`config.mk`:
```
export PLATFORM = sky130hd
export DESIGN_NAME = switch_prog_loader_flat
export DESIGN_NICKNAME = d
export VERILOG_FILES = /design/src/rtl/switch_prog_loader_if.sv /design/src/rtl/switch_prog_loader.sv /design/src/flat_wrapper.sv
export SDC_FILE = /design/constraint.sdc
export NUM_CORES = 1
export LEC_CHECK = 0
export BUFFER_PORTS_ARGS = -buffer_cell sky130_fd_sc_hd__buf_4
export CORE_MARGIN = 3
export CORE_UTILIZATION = 45
export CTS_CLUSTER_DIAMETER = 30
export CTS_CLUSTER_SIZE = 24
export DETAILED_ROUTE_END_ITERATION = 10
export PLACE_DENSITY_LB_ADDON = 0.1
export RECOVER_POWER = 50
export SLEW_MARGIN = 5
export SYNTH_ARGS = -nofsm -noshare
export SYNTH_HDL_FRONTEND = slang
export SYNTH_SLANG_ARGS = --single-unit
```
`constraint.sdc`:
```
create_clock -name clk -period 2.44 [get_ports clk]
set_clock_uncertainty 0.15 [all_clocks]
set_input_delay 0.366 -clock clk [delete_from_list [all_inputs] [get_ports clk]]
set_output_delay 0.366 -clock clk [all_outputs]
set_load 0.01 [all_outputs]
```
`src/rtl/switch_prog_loader_if.sv`:
```
// Operator-input / program-memory write bus between the board I/O, the
// switch_prog_loader and the proc program memory.
// master: the loader side (drives the write request and CPU control).
// slave:  the board/memory side (drives switches, buttons and write ack).
interface switch_prog_loader_if #(
    parameter int SW_WIDTH    = 8,
    parameter int INSTR_WIDTH = 16,
    parameter int ADDR_WIDTH  = 8
);
    logic [SW_WIDTH-1:0]    sw;
    logic                   btn_enter;
    logic                   btn_mode;
    logic                   mem_wr_ack;
    logic                   mem_wr_en;
    logic [ADDR_WIDTH-1:0]  mem_wr_addr;
    logic [INSTR_WIDTH-1:0] mem_wr_data;
    logic                   cpu_rst;
    logic                   load_mode;
    logic                   byte_sel;

    modport master (
        input  sw, btn_enter, btn_mode, mem_wr_ack,
        output mem_wr_en, mem_wr_addr, mem_wr_data, cpu_rst, load_mode, byte_sel
    );

    modport slave (
        output sw, btn_enter, btn_mode, mem_wr_ack,
        input  mem_wr_en, mem_wr_addr, mem_wr_data, cpu_rst, load_mode, byte_sel
    );
endinterface

```
`src/rtl/switch_prog_loader.sv`:
```
// switch_prog_loader: builds instruction words from two slide-switch bytes
// entered with a push-button and writes them into proc program memory over a
// request/ack handshake. The CPU is held in reset while loading; the mode
// button toggles between LOAD and RUN.
// Build option: define LOADER_DEBOUNCE_EN to include the button debounce
// counters; otherwise the synchronised button level is used directly.
module switch_prog_loader #(
    parameter int DEBOUNCE_CYCLES = 250000,
    parameter int SW_WIDTH        = 8,
    parameter int INSTR_WIDTH     = 16,
    parameter int ADDR_WIDTH      = 8
) (
    input  logic                 clk,
    input  logic                 rst,
    switch_prog_loader_if.master bus
);

    typedef enum logic [1:0] {
        LOAD_HI,
        LOAD_LO,
        WRITE,
        RUN
    } state_t;

    // Button index 0 = enter, 1 = mode.
    logic [1:0] raw_btn;
    logic [1:0] sync1;
    logic [1:0] sync2;
    logic [1:0] level;
    logic [1:0] level_q;
    logic [1:0] press;

    state_t                 state;
    logic [SW_WIDTH-1:0]    hi_byte;
    logic                   mode_pending;
    logic                   wr_en_q;
    logic [ADDR_WIDTH-1:0]  addr_q;
    logic [INSTR_WIDTH-1:0] data_q;
    logic                   cpu_rst_q;
    logic                   load_mode_q;
    logic                   byte_sel_q;

    logic enter_p;
    logic mode_p;

    assign raw_btn = {bus.btn_mode, bus.btn_enter};

    // Two-flop synchroniser for both raw buttons.
    always_ff @(posedge clk or posedge rst) begin
        if (rst) begin
            sync1 <= '0;
            sync2 <= '0;
        end else begin
            sync1 <= raw_btn;
            sync2 <= sync1;
        end
    end

`ifdef LOADER_DEBOUNCE_EN
    localparam int CNT_W = (DEBOUNCE_CYCLES > 1) ? $clog2(DEBOUNCE_CYCLES) : 1;
    localparam logic [CNT_W-1:0] CNT_LAST = CNT_W'(DEBOUNCE_CYCLES - 1);

    logic [CNT_W-1:0] cnt [2];

    // Accept a new stable level only after the synced level has differed for DEBOUNCE_CYCLES cycles in a row.
    always_ff @(posedge clk or posedge rst) begin
        if (rst) begin
            level <= '0;
            for (int unsigned i = 0; i < 2; i++) cnt[i] <= '0;
        end else begin
            for (int unsigned i = 0; i < 2; i++) begin
                if (sync2[i] == level[i]) begin
                    cnt[i] <= '0;
                end else if (cnt[i] == CNT_LAST) begin
                    level[i] <= sync2[i];
                    cnt[i]   <= '0;
                end else begin
                    cnt[i] <= cnt[i] + 1'b1;
                end
            end
        end
    end
`else
    // Externally debounced buttons: the synced level is taken as stable.
    // DEBOUNCE_CYCLES stays as a parameter so both builds instantiate identically.
    assign level = sync2;
    if (DEBOUNCE_CYCLES < 0) begin : g_debounce_cycles_unused
    end
`endif

    // Previous stable level, for rising-edge (press) detection.
    always_ff @(posedge clk or posedge rst) begin
        if (rst) level_q <= '0;
        else     level_q <= level;
    end

    assign press   = level & ~level_q;
    assign enter_p = press[0];
    assign mode_p  = press[1];

    // Loader FSM with registered outputs; mode beats enter when both pulse together.
    always_ff @(posedge clk or posedge rst) begin
        if (rst) begin
            state        <= LOAD_HI;
            hi_byte      <= '0;
            mode_pending <= 1'b0;
            wr_en_q      <= 1'b0;
            addr_q       <= '0;
            data_q       <= '0;
            cpu_rst_q    <= 1'b1;
            load_mode_q  <= 1'b1;
            byte_sel_q   <= 1'b0;
        end else begin
            case (state)
                LOAD_HI, LOAD_LO: begin
                    if (mode_p) begin
                        state       <= RUN;
                        cpu_rst_q   <= 1'b0;
                        load_mode_q <= 1'b0;
                        byte_sel_q  <= 1'b0;
                    end else if (enter_p) begin
                        if (state == LOAD_HI) begin
                            hi_byte    <= bus.sw;
                            byte_sel_q <= 1'b1;
                            state      <= LOAD_LO;
                        end else begin
                            data_q  <= {hi_byte, bus.sw};
                            wr_en_q <= 1'b1;
                            state   <= WRITE;
                        end
                    end
                end
                WRITE: begin
                    if (bus.mem_wr_ack) begin
                        wr_en_q      <= 1'b0;
                        addr_q       <= addr_q + 1'b1;
                        byte_sel_q   <= 1'b0;
                        mode_pending <= 1'b0;
                        if (mode_pending || mode_p) begin
                            state       <= RUN;
                            cpu_rst_q   <= 1'b0;
                            load_mode_q <= 1'b0;
                        end else begin
                            state <= LOAD_HI;
                        end
                    end else if (mode_p) begin
                        mode_pending <= 1'b1;
                    end
                end
                RUN: begin
                    if (mode_p) begin
                        state       <= LOAD_HI;
                        cpu_rst_q   <= 1'b1;
                        load_mode_q <= 1'b1;
                        addr_q      <= '0;
                        byte_sel_q  <= 1'b0;
                    end
                end
                default: state <= LOAD_HI;
            endcase
        end
    end

    assign bus.mem_wr_en   = wr_en_q;
    assign bus.mem_wr_addr = addr_q;
    assign bus.mem_wr_data = data_q;
    assign bus.cpu_rst     = cpu_rst_q;
    assign bus.load_mode   = load_mode_q;
    assign bus.byte_sel    = byte_sel_q;

endmodule

```
`src/flat_wrapper.sv`:
```
// flat-port wrapper written by rule: the top's interface ports become plain ports
module switch_prog_loader_flat 
#(
    parameter int DEBOUNCE_CYCLES = 250000,
    parameter int SW_WIDTH        = 8,
    parameter int INSTR_WIDTH     = 16,
    parameter int ADDR_WIDTH      = 8
)
  (clk, rst, bus_sw, bus_btn_enter, bus_btn_mode, bus_mem_wr_ack, bus_mem_wr_en, bus_mem_wr_addr, bus_mem_wr_data, bus_cpu_rst, bus_load_mode, bus_byte_sel);
  switch_prog_loader_if #(.SW_WIDTH(SW_WIDTH), .INSTR_WIDTH(INSTR_WIDTH), .ADDR_WIDTH(ADDR_WIDTH)) bus_i ();
  input  logic clk;
  input  logic rst;
  input wire logic [$bits(bus_i.sw)-1:0] bus_sw;
  input wire logic [$bits(bus_i.btn_enter)-1:0] bus_btn_enter;
  input wire logic [$bits(bus_i.btn_mode)-1:0] bus_btn_mode;
  input wire logic [$bits(bus_i.mem_wr_ack)-1:0] bus_mem_wr_ack;
  output wire logic [$bits(bus_i.mem_wr_en)-1:0] bus_mem_wr_en;
  output wire logic [$bits(bus_i.mem_wr_addr)-1:0] bus_mem_wr_addr;
  output wire logic [$bits(bus_i.mem_wr_data)-1:0] bus_mem_wr_data;
  output wire logic [$bits(bus_i.cpu_rst)-1:0] bus_cpu_rst;
  output wire logic [$bits(bus_i.load_mode)-1:0] bus_load_mode;
  output wire logic [$bits(bus_i.byte_sel)-1:0] bus_byte_sel;
  assign bus_i.sw = bus_sw;
  assign bus_i.btn_enter = bus_btn_enter;
  assign bus_i.btn_mode = bus_btn_mode;
  assign bus_i.mem_wr_ack = bus_mem_wr_ack;
  assign bus_mem_wr_en = bus_i.mem_wr_en;
  assign bus_mem_wr_addr = bus_i.mem_wr_addr;
  assign bus_mem_wr_data = bus_i.mem_wr_data;
  assign bus_cpu_rst = bus_i.cpu_rst;
  assign bus_load_mode = bus_i.load_mode;
  assign bus_byte_sel = bus_i.byte_sel;
  switch_prog_loader #(.DEBOUNCE_CYCLES(DEBOUNCE_CYCLES), .SW_WIDTH(SW_WIDTH), .INSTR_WIDTH(INSTR_WIDTH), .ADDR_WIDTH(ADDR_WIDTH)) u_core (.clk(clk), .rst(rst), .bus(bus_i));
endmodule
```
==> metrics.md, run 1 <==
| Metric | Value |
|---|---|
| RSZ-0062 raised after global routing | `false` |
| Post-synth top area share | `a little over half` |
| CP max stage delay | `490 ps` |
| Final Hold Viols | `0` |
| GRT Total Usage | `16.5%` |
| Sum Neg Setup Slack | `0 ps` |
| Final Max Tran Viols | `0` |
| Clock tree buffer depth | `2` |
| Switching Share | `34.2%` |
| Clk root buf | `clkbuf_8` |
| FF-to-FF setup slack | `350 ps` |
| Final ANT Viol Nets | `0` |
| Avg WL per Cell | `15.7 um` |
| TritonCTS clock tree | `yes` |
| Avg Cell Area, Syn | `12.3 sq um` |
| Cts repair resizes | `0` |
| Critical path capture point type | `flop` |
| Max Cap Viol | `0` |
| FILL cells | `366` |
| Die height | `between 70 and 80 um` |
| H-tree depth | `2` |
| # IOs | `41` |
| Setup violators final | `0` |
| Detailed Routing Iterations Pass 1 | `4` |
| Logic pwr share | `38.7%` |
| Post-CTS Setup Bufs | `0` |
| Area leader, netlist | `dfrtp_1` |
| Slew of the pin with the lowest slew margin | `884 ps` |
| Status | `complete, no violations` |
| Crit share post-route | `85.7%` |
| Ant. Diodes | `0` |
| Most frequent cell after synthesis | `dfrtp_1` |
| Syn Nets | `178` |
| YS warnings | `0` |
| Post-synth cell types | `30` |
| Critical path cell sequence | `inv_1 > ha_1 > nor2b_1 > a21o_4 > or4_1 > a21oi_1` |
| Hold Slack | `49.9 ps` |
| First-pass GRT wire length | `6.58 mm` |
| # rows | `23` |
| Synth cell count leaders | `43 x dfrtp_1, 27 x mux2_2, 12 x a21oi_1` |
| Rel. slew slack | `41.1%` |
| DRC | `0` |
| Layout cells sized above 1 | `between 30 and 40%` |
| Psw | `a little under 1 mW` |
| Clock Sinks | `44` |
| Initial antenna violation count | `0` |
| Critical path class | `reg2reg` |
| Post-layout nets | `223` |
| Clk slew on worst S/H paths | `80 ps` |
| Vias in the first global route | `1454` |
| Area of the multi-input gates | `792 sq um` |
| Final min period | `2090 ps` |
| Power Density | `1180 nW/um^2` |
| Routed via count | `about 1400` |
| Syn-to-layout area delta | `21.9%` |
| Routed wire length | `4.00 mm` |
| Die X-Extent | `72.0 um` |
| Fmax | `about 480 MHz` |
| Initial Util | `47.6%` |
| Register area | `between 1000 and 1500 sq um` |
| Synth Instances | `159` |
| Clock power frac | `19.4%` |
| Seq pwr share | `41.9%` |
| CP max stage cell | `or4_1` |
| DR iter-0 viols | `75` |
| WP data required | `2510 ps` |
| Asr flop ratio synth | `100%` |
| Worst min-delay path class | `in2reg` |
| Leakage Power | `1.09 nW` |
| P_int | `1.85 mW` |
| Worst Path Arrival | `between 2000 and 2500 ps` |
| CORE AREA | `4120 sq um` |
| Synthesized flop and latch total | `44` |
| Syn Std Cell Area | `1960 sq um` |
| Global placer's final weighted congestion | `0.834` |
| PortBufs | `40` |
| DP Wirelength | `2.94 mm` |
| Gr ovfl total | `0` |
| Largest net degree at the start of global routing | `18` |
| Top FF cell, synth | `dfrtp_1` |
| Max VDD drop | `558 uV` |
| Main area contributors after synthesis | `dfrtp_1 55%, mux2_2 16%, ha_1 3.8%` |
| DR vias/cell | `about 5.5` |
| Post-synth EDFFs | `0` |
| Clock latency on the worst-skew pair | `300 ps` |
| Sequential area share after synthesis | `56.2%` |
| CP Launch Type | `flop` |
| Total CTS buffers | `5` |
| CP Max Fanout | `8` |
| Die footprint | `5180 sq um` |
## per-layer routing
layer  vias up  wire length [um]  share of wire (%)  global-route usage [%]
met5         -                 0                  0                       0
met4         0                69                1.7                    7.72
met3         9               281                7.0                    5.12
met2        55              1980                 49                    27.0
met1       690              1670                 42                    19.9
li1        655                 -                  -                       -
## power groups by stage
stage          combinational, mW  sequential (mW)  clock, mW
6_report                    1.09             1.18      0.546
2_1_floorplan              0.627             1.23          0
3_3_place_gp                1.10             1.17          0
4_1_cts                     1.16             1.18      0.555
5_1_grt                     1.20             1.22      0.589
3_5_place_dp                1.15             1.19          0
## sequential cells by signal, indices dropped and copies added, names as in the netlist
register and flops:
u_core.bus.byte_sel 1, u_core.bus.mem_wr_en 1, u_core.sync1 2, u_core.mode_pending 1, u_core.bus.mem_wr_data 16, u_core.state 2, u_core.bus.cpu_rst 1, u_core.level 2
u_core.bus.mem_wr_addr 8, u_core.level_q 2, u_core.hi_byte 8
## worst max-delay path, delay by kind of cell (launching register included)
family / cells / cell delay (ps)
DFF: 1 / 430
buffers and inverters: 1 / 90
AOI/OAI and AO/OA: 2 / 400
adders and majority gates: 1 / 240
and+or+nand+nor: 2 / 700
## cell usage in the layout, fill, tap and decap left out, drive strengths merged
cell	Yosys	layout
o21ai	12	12
buf	5	30
o31ai	3	3
a21o	1	1
nor2b	4	4
inv	6	5
and4	1	1
a21oi	12	12
dfstp	1	1
nor3	1	1
or4	4	4
and2b	1	1
a211o	1	1
a31oi	1	1
ha	6	6
nand4	3	3
nand2	8	8
and3	1	1
xnor2	2	2
clkinv	0	2
nor4bb	1	1
bufinv	0	1
nor2	7	7
dfrtp	43	43
clkinvlp	0	1
clkbuf	2	19
mux2	27	27
dlygate4sd3	0	1
a2111oi	2	2
nand2b	4	4
## worst paths after layout
| check | endpoint | from | depth (start not counted) |
|---|---|---|---|
| min in group asynchronous | u_core.bus.mem_wr_addr[0] | rst | 3 |
| min | u_core.sync1[0] | bus_btn_enter | 1 |
| max reg2reg | u_core.bus.mem_wr_addr[5] | u_core.state[0] | 6 |
| min reg2reg | u_core.level[1] | u_core.sync1[1] | 0 |
| max | u_core.bus.mem_wr_addr[5] | u_core.state[0] | 6 |
| max in group asynchronous | u_core.level_q[1] | rst | 4 |
## logic make-up after synthesis
logic type,count (synthesis),synth area share [%]
compound gates,32,9.76
flops,44,56.2
buf+inv,13,3.38
mux,27,15.5
fa+ha+maj,6,3.83
simple gates,35,10.4
xor+xnor,2,0.894
## metrics by stage
stage	instances	cell area [sq um]	util, %	setup slack [ps]	total power, mW
final	255	2390	58.1	348	2.81
after global routing	255	2390	58.1	236	3.01
after CTS	255	2430	59.1	361	2.89
after detailed placement	246	2310	56.1	376	2.34
after global placement	246	2310	56.1	472	2.27
after floorplan	159	1960	-	494	1.86
## area by class of cell
type | count | area share [%]
Multi-Input combinational cell | 102 | 33.1
Inverter | 6 | 0.942
Sequential cell | 44 | 46.1
Clock buffer | 5 | 2.88
Timing Repair Buffer | 45 | 12.5
Clock inverter | 3 | 1.78
Tap cell | 50 | 2.62
## timing repair
| item | 4_1_cts | 5_1_grt |
|---|---|---|
| setup endpoints to repair | 0 | 0 |
| hold endpoints to repair | 11 | 0 |
| hold buffers | 1 | 0 |
(Power assumes the default switching activity.)
==> run 2, diff against run 1 <==
--- a/config.mk
+++ b/config.mk
@@ -13,6 +13,7 @@
 export DETAILED_ROUTE_END_ITERATION = 10
 export PLACE_DENSITY_LB_ADDON = 0.1
 export RECOVER_POWER = 50
+export REMOVE_ABC_BUFFERS = 1
 export SLEW_MARGIN = 5
 export SYNTH_ARGS = -nofsm -noshare
 export SYNTH_HDL_FRONTEND = slang
==> constraint.sdc (replaced) <==
create_clock -name clk -period 2.38 [get_ports clk]
set_clock_uncertainty 0.15 [all_clocks]
set_input_delay 0.357 -clock clk [delete_from_list [all_inputs] [get_ports clk]]
set_output_delay 0.357 -clock clk [all_outputs]
set_load 0.1 [all_outputs]
==> run 2 against run 1 <==
Effect of this change: sequential cell count did not move; cell area rose by 1.7%; worst setup slack got worse by 58 ps; routed wire length fell by 8.5%; critical path type unchanged; global-route usage fell by 0.76 points; hold slack improved by 97 ps; die area did not move; critical path depth fell by 1.
==> metrics.md, run 2 (synthesis results as in run 1) <==
| Metric | Value |
|---|---|
| Status | `complete, no violations (unchanged)` |
| Final Max Tran Viols | `0 (unchanged)` |
| Ant. Diodes | `0 (unchanged)` |
| CP Max Fanout | `8 (unchanged)` |
| Total CTS buffers | `5 (unchanged)` |
| Die footprint | `5180 sq um (unchanged)` |
| Detailed Routing Iterations Pass 1 | `4 (unchanged)` |
| Post-CTS Setup Bufs | `0 (unchanged)` |
| Slew of the pin with the lowest slew margin | `1170 ps (was 884 ps)` |
| Dpl ws | `294 ps (was 376 ps)` |
| Cts repair resizes | `0 (unchanged)` |
| Initial antenna violation count | `0 (unchanged)` |
| DRC | `0 (unchanged)` |
| Sum Neg Setup Slack | `0 ps (unchanged)` |
| Commonest non-fill, non-tap cell in the layout | `dfrtp_1 (unchanged)` |
| GRT Total Usage | `15.8% (was 16.5%)` |
| H-tree depth | `2 (unchanged)` |
| Critical path cell sequence | `ha_1 > buf_4 > a21o_4 > or4_1 > a21oi_1 (was inv_1 > ha_1 > nor2b_1 > a21o_4 > or4_1 > a21oi_1)` |
| Vias in the first global route | `1375 (was 1454)` |
| Most frequent cells in the layout | `43 x dfrtp_1, 31 x buf_4, 27 x mux2_2, 12 x a21oi_1, 11 x o21ai_0 (was 43 x dfrtp_1, 30 x buf_4, 27 x mux2_2, 12 x a21oi_1)` |
| DR iter-0 viols | `79 (was 75)` |
| Final min period | `2090 ps (about the same)` |
| Critical path class | `reg2reg (unchanged)` |
| Worst Path Arrival | `2160 ps (about the same)` |
| FILL cells | `354 (was 366)` |
| # IOs | `41 (unchanged)` |
| CP Launch Type | `flop (unchanged)` |
| Syn-to-layout area delta | `24.0% (was 21.9%)` |
| Global placer's final weighted congestion | `0.815 (was 0.834)` |
| Critical path capture point type | `flop (unchanged)` |
| Crit share post-route | `87.8% (was 85.7%)` |
| CP max stage cell | `or4_1 (unchanged)` |
| Initial Util | `47.6% (unchanged)` |
| DP Wirelength | `2.72 mm (was 2.94 mm)` |
| Largest net degree at the start of global routing | `20 (was 18)` |
| Gr ovfl total | `0 (unchanged)` |
| Final ANT Viol Nets | `0 (unchanged)` |
| Largest register FFs | `16 (unchanged)` |
| Cts-stage hold buffer count | `1 (unchanged)` |
| Clk slew on worst S/H paths | `80 ps (about the same)` |
| Setup ws final | `290 ps (was 348 ps)` |
| Clk root buf | `clkbuf_8 (unchanged)` |
| Rel. slew slack | `22.1% (was 41.1%)` |
| CORE AREA | `4120 sq um (unchanged)` |
| Post-layout nets | `225 (was 223)` |
| Final Hold Viols | `0 (unchanged)` |
| Max Cap Viol | `0 (unchanged)` |
| Layout cells sized above 1 | `36.4% (was 36.6%)` |
| CP max stage delay | `510 ps (was 490 ps)` |
| First-pass GRT wire length | `6.27 mm (was 6.58 mm)` |
| Routed via count | `1381 (was 1409)` |
| Worst min-delay path class | `in2reg (unchanged)` |
| Avg WL per Cell | `14.3 um (was 15.7 um)` |
| Die X-Extent | `72.0 um (unchanged)` |
| RSZ-0062 raised after global routing | `false (unchanged)` |
| Routed wire length | `3.66 mm (was 4.00 mm)` |
| PortBufs | `40 (unchanged)` |
| # rows | `23 (unchanged)` |
| Clock latency on the worst-skew pair | `300 ps (about the same)` |
| Die height | `72.0 um (unchanged)` |
| Fmax | `479 MHz (was 478 MHz)` |
| Clock tree buffer depth | `2 (unchanged)` |
| WP data required | `2450 ps (was 2510 ps)` |
| DR vias/cell | `5.39 (was 5.53)` |
| Setup violators final | `0 (unchanged)` |
| TritonCTS clock tree | `yes (unchanged)` |
| Clock Sinks | `44 (unchanged)` |
[run 2: through the flow]
step | utilization, % | cell area (sq um) | instances | hold WS, ps
detailed placement | 56.1 | 2310 | 246 | 187
finish | 59.1 | 2430 | 256 | 147
global route | 59.1 | 2430 | 256 | 130
floorplan | - | 1920 | 152 | 181
CTS | 59.5 | 2450 | 254 | 1.04
global placement | 56.1 | 2310 | 246 | 186
[run 2: worst paths after layout]
check / from / to / slack (ps) / cells past startpoint
worst max-delay path: u_core.state[0] / u_core.bus.mem_wr_addr[6] / 290 / 5
worst min-delay path: bus_mem_wr_ack / u_core.mode_pending / 150 / 2
worst max register to register: u_core.state[0] / u_core.bus.mem_wr_addr[6] / 290 / 5
worst min register to register: u_core.sync1[0] / u_core.level[0] / 200 / 0
max in group asynchronous: rst / u_core.bus.mem_wr_addr[2] / 620 / 4
min in group asynchronous: rst / u_core.bus.mem_wr_data[13] / 470 / 3
[run 2: layout make-up]
type / instances / area [sq um] / share of cell area, %
Inverter: 6 / 22.5 / 0.926
Tap cell: 50 / 62.6 / 2.57
Multi-Input combinational cell: 102 / 792 / 32.6
Clock buffer: 5 / 68.8 / 2.83
Timing Repair Buffer: 47 / 323 / 13.3
Clock inverter: 2 / 60.1 / 2.47
Sequential cell: 44 / 1100 / 45.3
[run 2: metal layers]
layer  vias to the layer above  GRT usage (%)  wire (um)
met2                        38           25.3       1770
li1                        658              -          -
met4                         0           5.85         59
met3                         7           5.12        239
met5                         -              0          0
met1                       678           19.9       1590
[run 2: critical path, delay by kind of cell, from the launching register on]
family	cells	cell delay, ps
simple gates	1	510
buf+inv	1	190
flops	1	440
compound gates	2	400
fa+ha+maj	1	320
Power of run 2 is left out: the tool's default activity adds up to more than one toggle a clock period on the data nets, which glitch-free logic cannot reach.
==> run 3, diff against run 2 <==
--- a/config.mk
+++ b/config.mk
@@ -5,12 +5,13 @@
 export SDC_FILE = /design/constraint.sdc
 export NUM_CORES = 1
 export LEC_CHECK = 0
-export BUFFER_PORTS_ARGS = -buffer_cell sky130_fd_sc_hd__buf_4
+export BUFFER_PORTS_ARGS = -buffer_cell sky130_fd_sc_hd__buf_2
 export CORE_MARGIN = 3
 export CORE_UTILIZATION = 45
 export CTS_CLUSTER_DIAMETER = 30
 export CTS_CLUSTER_SIZE = 24
 export DETAILED_ROUTE_END_ITERATION = 10
+export MAX_ROUTING_LAYER = met4
 export PLACE_DENSITY_LB_ADDON = 0.1
 export RECOVER_POWER = 50
 export REMOVE_ABC_BUFFERS = 1
==> run 3 against run 2 <==
Effect of this change: first-iteration DRC count up 82%; critical path type unchanged; utilization down 2.2 points; cell area shrank 3.7%; via count is 1.4% lower; routed wire length is 3.0% higher; worst setup slack worse by 41 ps; hold slack better by 5.7 ps; non-clock buffer count is the same; register-to-register slack worse by 40 ps; die area unchanged; sequential share of layout area rose by 1.7 points.
==> metrics.md, run 3 (synthesis results as in run 1) <==
| Metric | Value |
|---|---|
| Sum Neg Setup Slack | `0 ps (unchanged)` |
| Die height | `72.0 um (unchanged)` |
| First-pass GRT wire length | `6.22 mm (was 6.27 mm)` |
| Final ANT Viol Nets | `0 (unchanged)` |
| DR WL met2 | `1.85 mm (was 1.77 mm)` |
| Detailed Routing Iterations Pass 1 | `4 (unchanged)` |
| Routed wire length | `3.77 mm (was 3.66 mm)` |
| Worst min-delay path class | `in2reg (unchanged)` |
| Initial Util | `47.6% (unchanged)` |
| Final Hold Viols | `0 (unchanged)` |
| Most frequent cells in the layout | `43 x dfrtp_1, 33 x buf_2, 27 x mux2_2, 12 x a21oi_1, 11 x o21ai_0 (was 43 x dfrtp_1, 31 x buf_4, 27 x mux2_2, 12 x a21oi_1, 11 x o21ai_0)` |
| Worst Path Arrival | `2160 ps (about the same)` |
| Max Cap Viol | `0 (unchanged)` |
| Die X-Extent | `72.0 um (unchanged)` |
| Cts repair resizes | `0 (unchanged)` |
| H-tree depth | `2 (unchanged)` |
| DR iter-0 viols | `144 (was 79)` |
| CORE AREA | `4120 sq um (unchanged)` |
| Rel. slew slack | `22.2% (was 22.1%)` |
| Clock Sinks | `44 (unchanged)` |
| Initial antenna violation count | `0 (unchanged)` |
| Crit share post-route | `89.5% (was 87.8%)` |
| DR vias/cell | `5.30 (was 5.39)` |
| Top sig layer | `met4 (unchanged)` |
| Largest register FFs | `16 (unchanged)` |
| WP data required | `2410 ps (was 2450 ps)` |
| Clk slew on worst S/H paths | `90 ps (was 80 ps)` |
| Final min period | `2130 ps (was 2090 ps)` |
| Met3 routed WL | `212 um (was 239 um)` |
| GRT Total Usage | `16.0% (was 15.8%)` |
| Routed via count | `1362 (was 1381)` |
| Die footprint | `5180 sq um (unchanged)` |
| PortBufs | `40 (unchanged)` |
| Total CTS buffers | `5 (unchanged)` |
| Cts-stage hold buffer count | `1 (unchanged)` |
| Post-layout nets | `225 (unchanged)` |
| CP Launch Type | `flop (unchanged)` |
| Clock tree buffer depth | `2 (unchanged)` |
| Vias in the first global route | `1336 (was 1375)` |
| Largest net degree at the start of global routing | `23 (was 20)` |
| Setup violators final | `0 (unchanged)` |
| Clk root buf | `clkbuf_8 (unchanged)` |
| Gr ovfl total | `0 (unchanged)` |
| Avg WL per Cell | `14.7 um (was 14.3 um)` |
| Post-CTS Setup Bufs | `0 (unchanged)` |
| Ant. Diodes | `0 (unchanged)` |
| Met1 wire length | `1.64 mm (was 1.59 mm)` |
| # rows | `23 (unchanged)` |
| RSZ-0062 raised after global routing | `false (unchanged)` |
| DP Wirelength | `2.77 mm (was 2.72 mm)` |
| CP Max Fanout | `14 (was 8)` |
| # IOs | `41 (unchanged)` |
| Status | `complete, no violations (unchanged)` |
| Layout cells sized above 1 | `36.7% (was 36.4%)` |
| Fmax | `469 MHz (was 479 MHz)` |
| Slew of the pin with the lowest slew margin | `1170 ps (about the same)` |
| Final Max Tran Viols | `0 (unchanged)` |
| Critical path class | `reg2reg (unchanged)` |
| DRC | `0 (unchanged)` |
| Commonest non-fill, non-tap cell in the layout | `dfrtp_1 (unchanged)` |
| Clock latency on the worst-skew pair | `290 ps (was 300 ps)` |
| TritonCTS clock tree | `yes (unchanged)` |
| Syn-to-layout area delta | `19.4% (was 24.0%)` |
| Global placer's final weighted congestion | `0.813 (was 0.815)` |
| Critical path capture point type | `flop (unchanged)` |
==> run 3: worst paths after layout <==
check	startpoint	end	slack, ps	cells after the start
worst max register to register	u_core.state[0]	u_core.state[1]	250	7
max in group asynchronous	rst	u_core.bus.mem_wr_data[4]	480	4
worst min-delay path	bus_sw[7]	u_core.hi_byte[7]	150	2
min in group asynchronous	rst	u_core.bus.mem_wr_data[5]	340	3
worst min register to register	u_core.sync1[0]	u_core.level[0]	200	0
worst max-delay path	u_core.state[0]	u_core.state[1]	250	7
==> run 3: per-stage QoR <==
stage | setup slack, ps | instance area [sq um] | util (%) | hold WS, ps | cells
final | 249 | 2340 | 56.9 | 153 | 257
after CTS | 305 | 2340 | 56.9 | 10.4 | 255
after global routing | 161 | 2340 | 56.9 | 146 | 257
after floorplan | 138 | 1920 | - | 181 | 152
after detailed placement | 337 | 2210 | 53.7 | 86.9 | 246
after global placement | 391 | 2210 | 53.7 | 83.3 | 246
==> run 3: worst max-delay path, cell delays in order (launching register included) <==
cell,delay (ps)
dfrtp_1,440
inv_1,110
ha_1,180
clkbuf_1,440
nand2b_1,190
o21ai_0,120
a21oi_1,120
mux2_2,270
==> run 3: area by class of cell <==
| class | count | area, sq um |
|---|---|---|
| multi-input combinational | 102 | 792 |
| clock buffer | 6 | 82.6 |
| tap | 50 | 62.6 |
| sequential | 44 | 1100 |
| clock inverter | 2 | 38.8 |
| inverter | 6 | 22.5 |
| timing repair buffer | 47 | 240 |
| fill | 363 | 1770 |
==> run 3: layer usage <==
layer  vias up  track usage [%]
met4         0             4.59
li1        662                -
met5         -                -
met2        43             26.2
met1       647             19.0
met3        10             4.99
Power of run 3 is left out for the same reason.
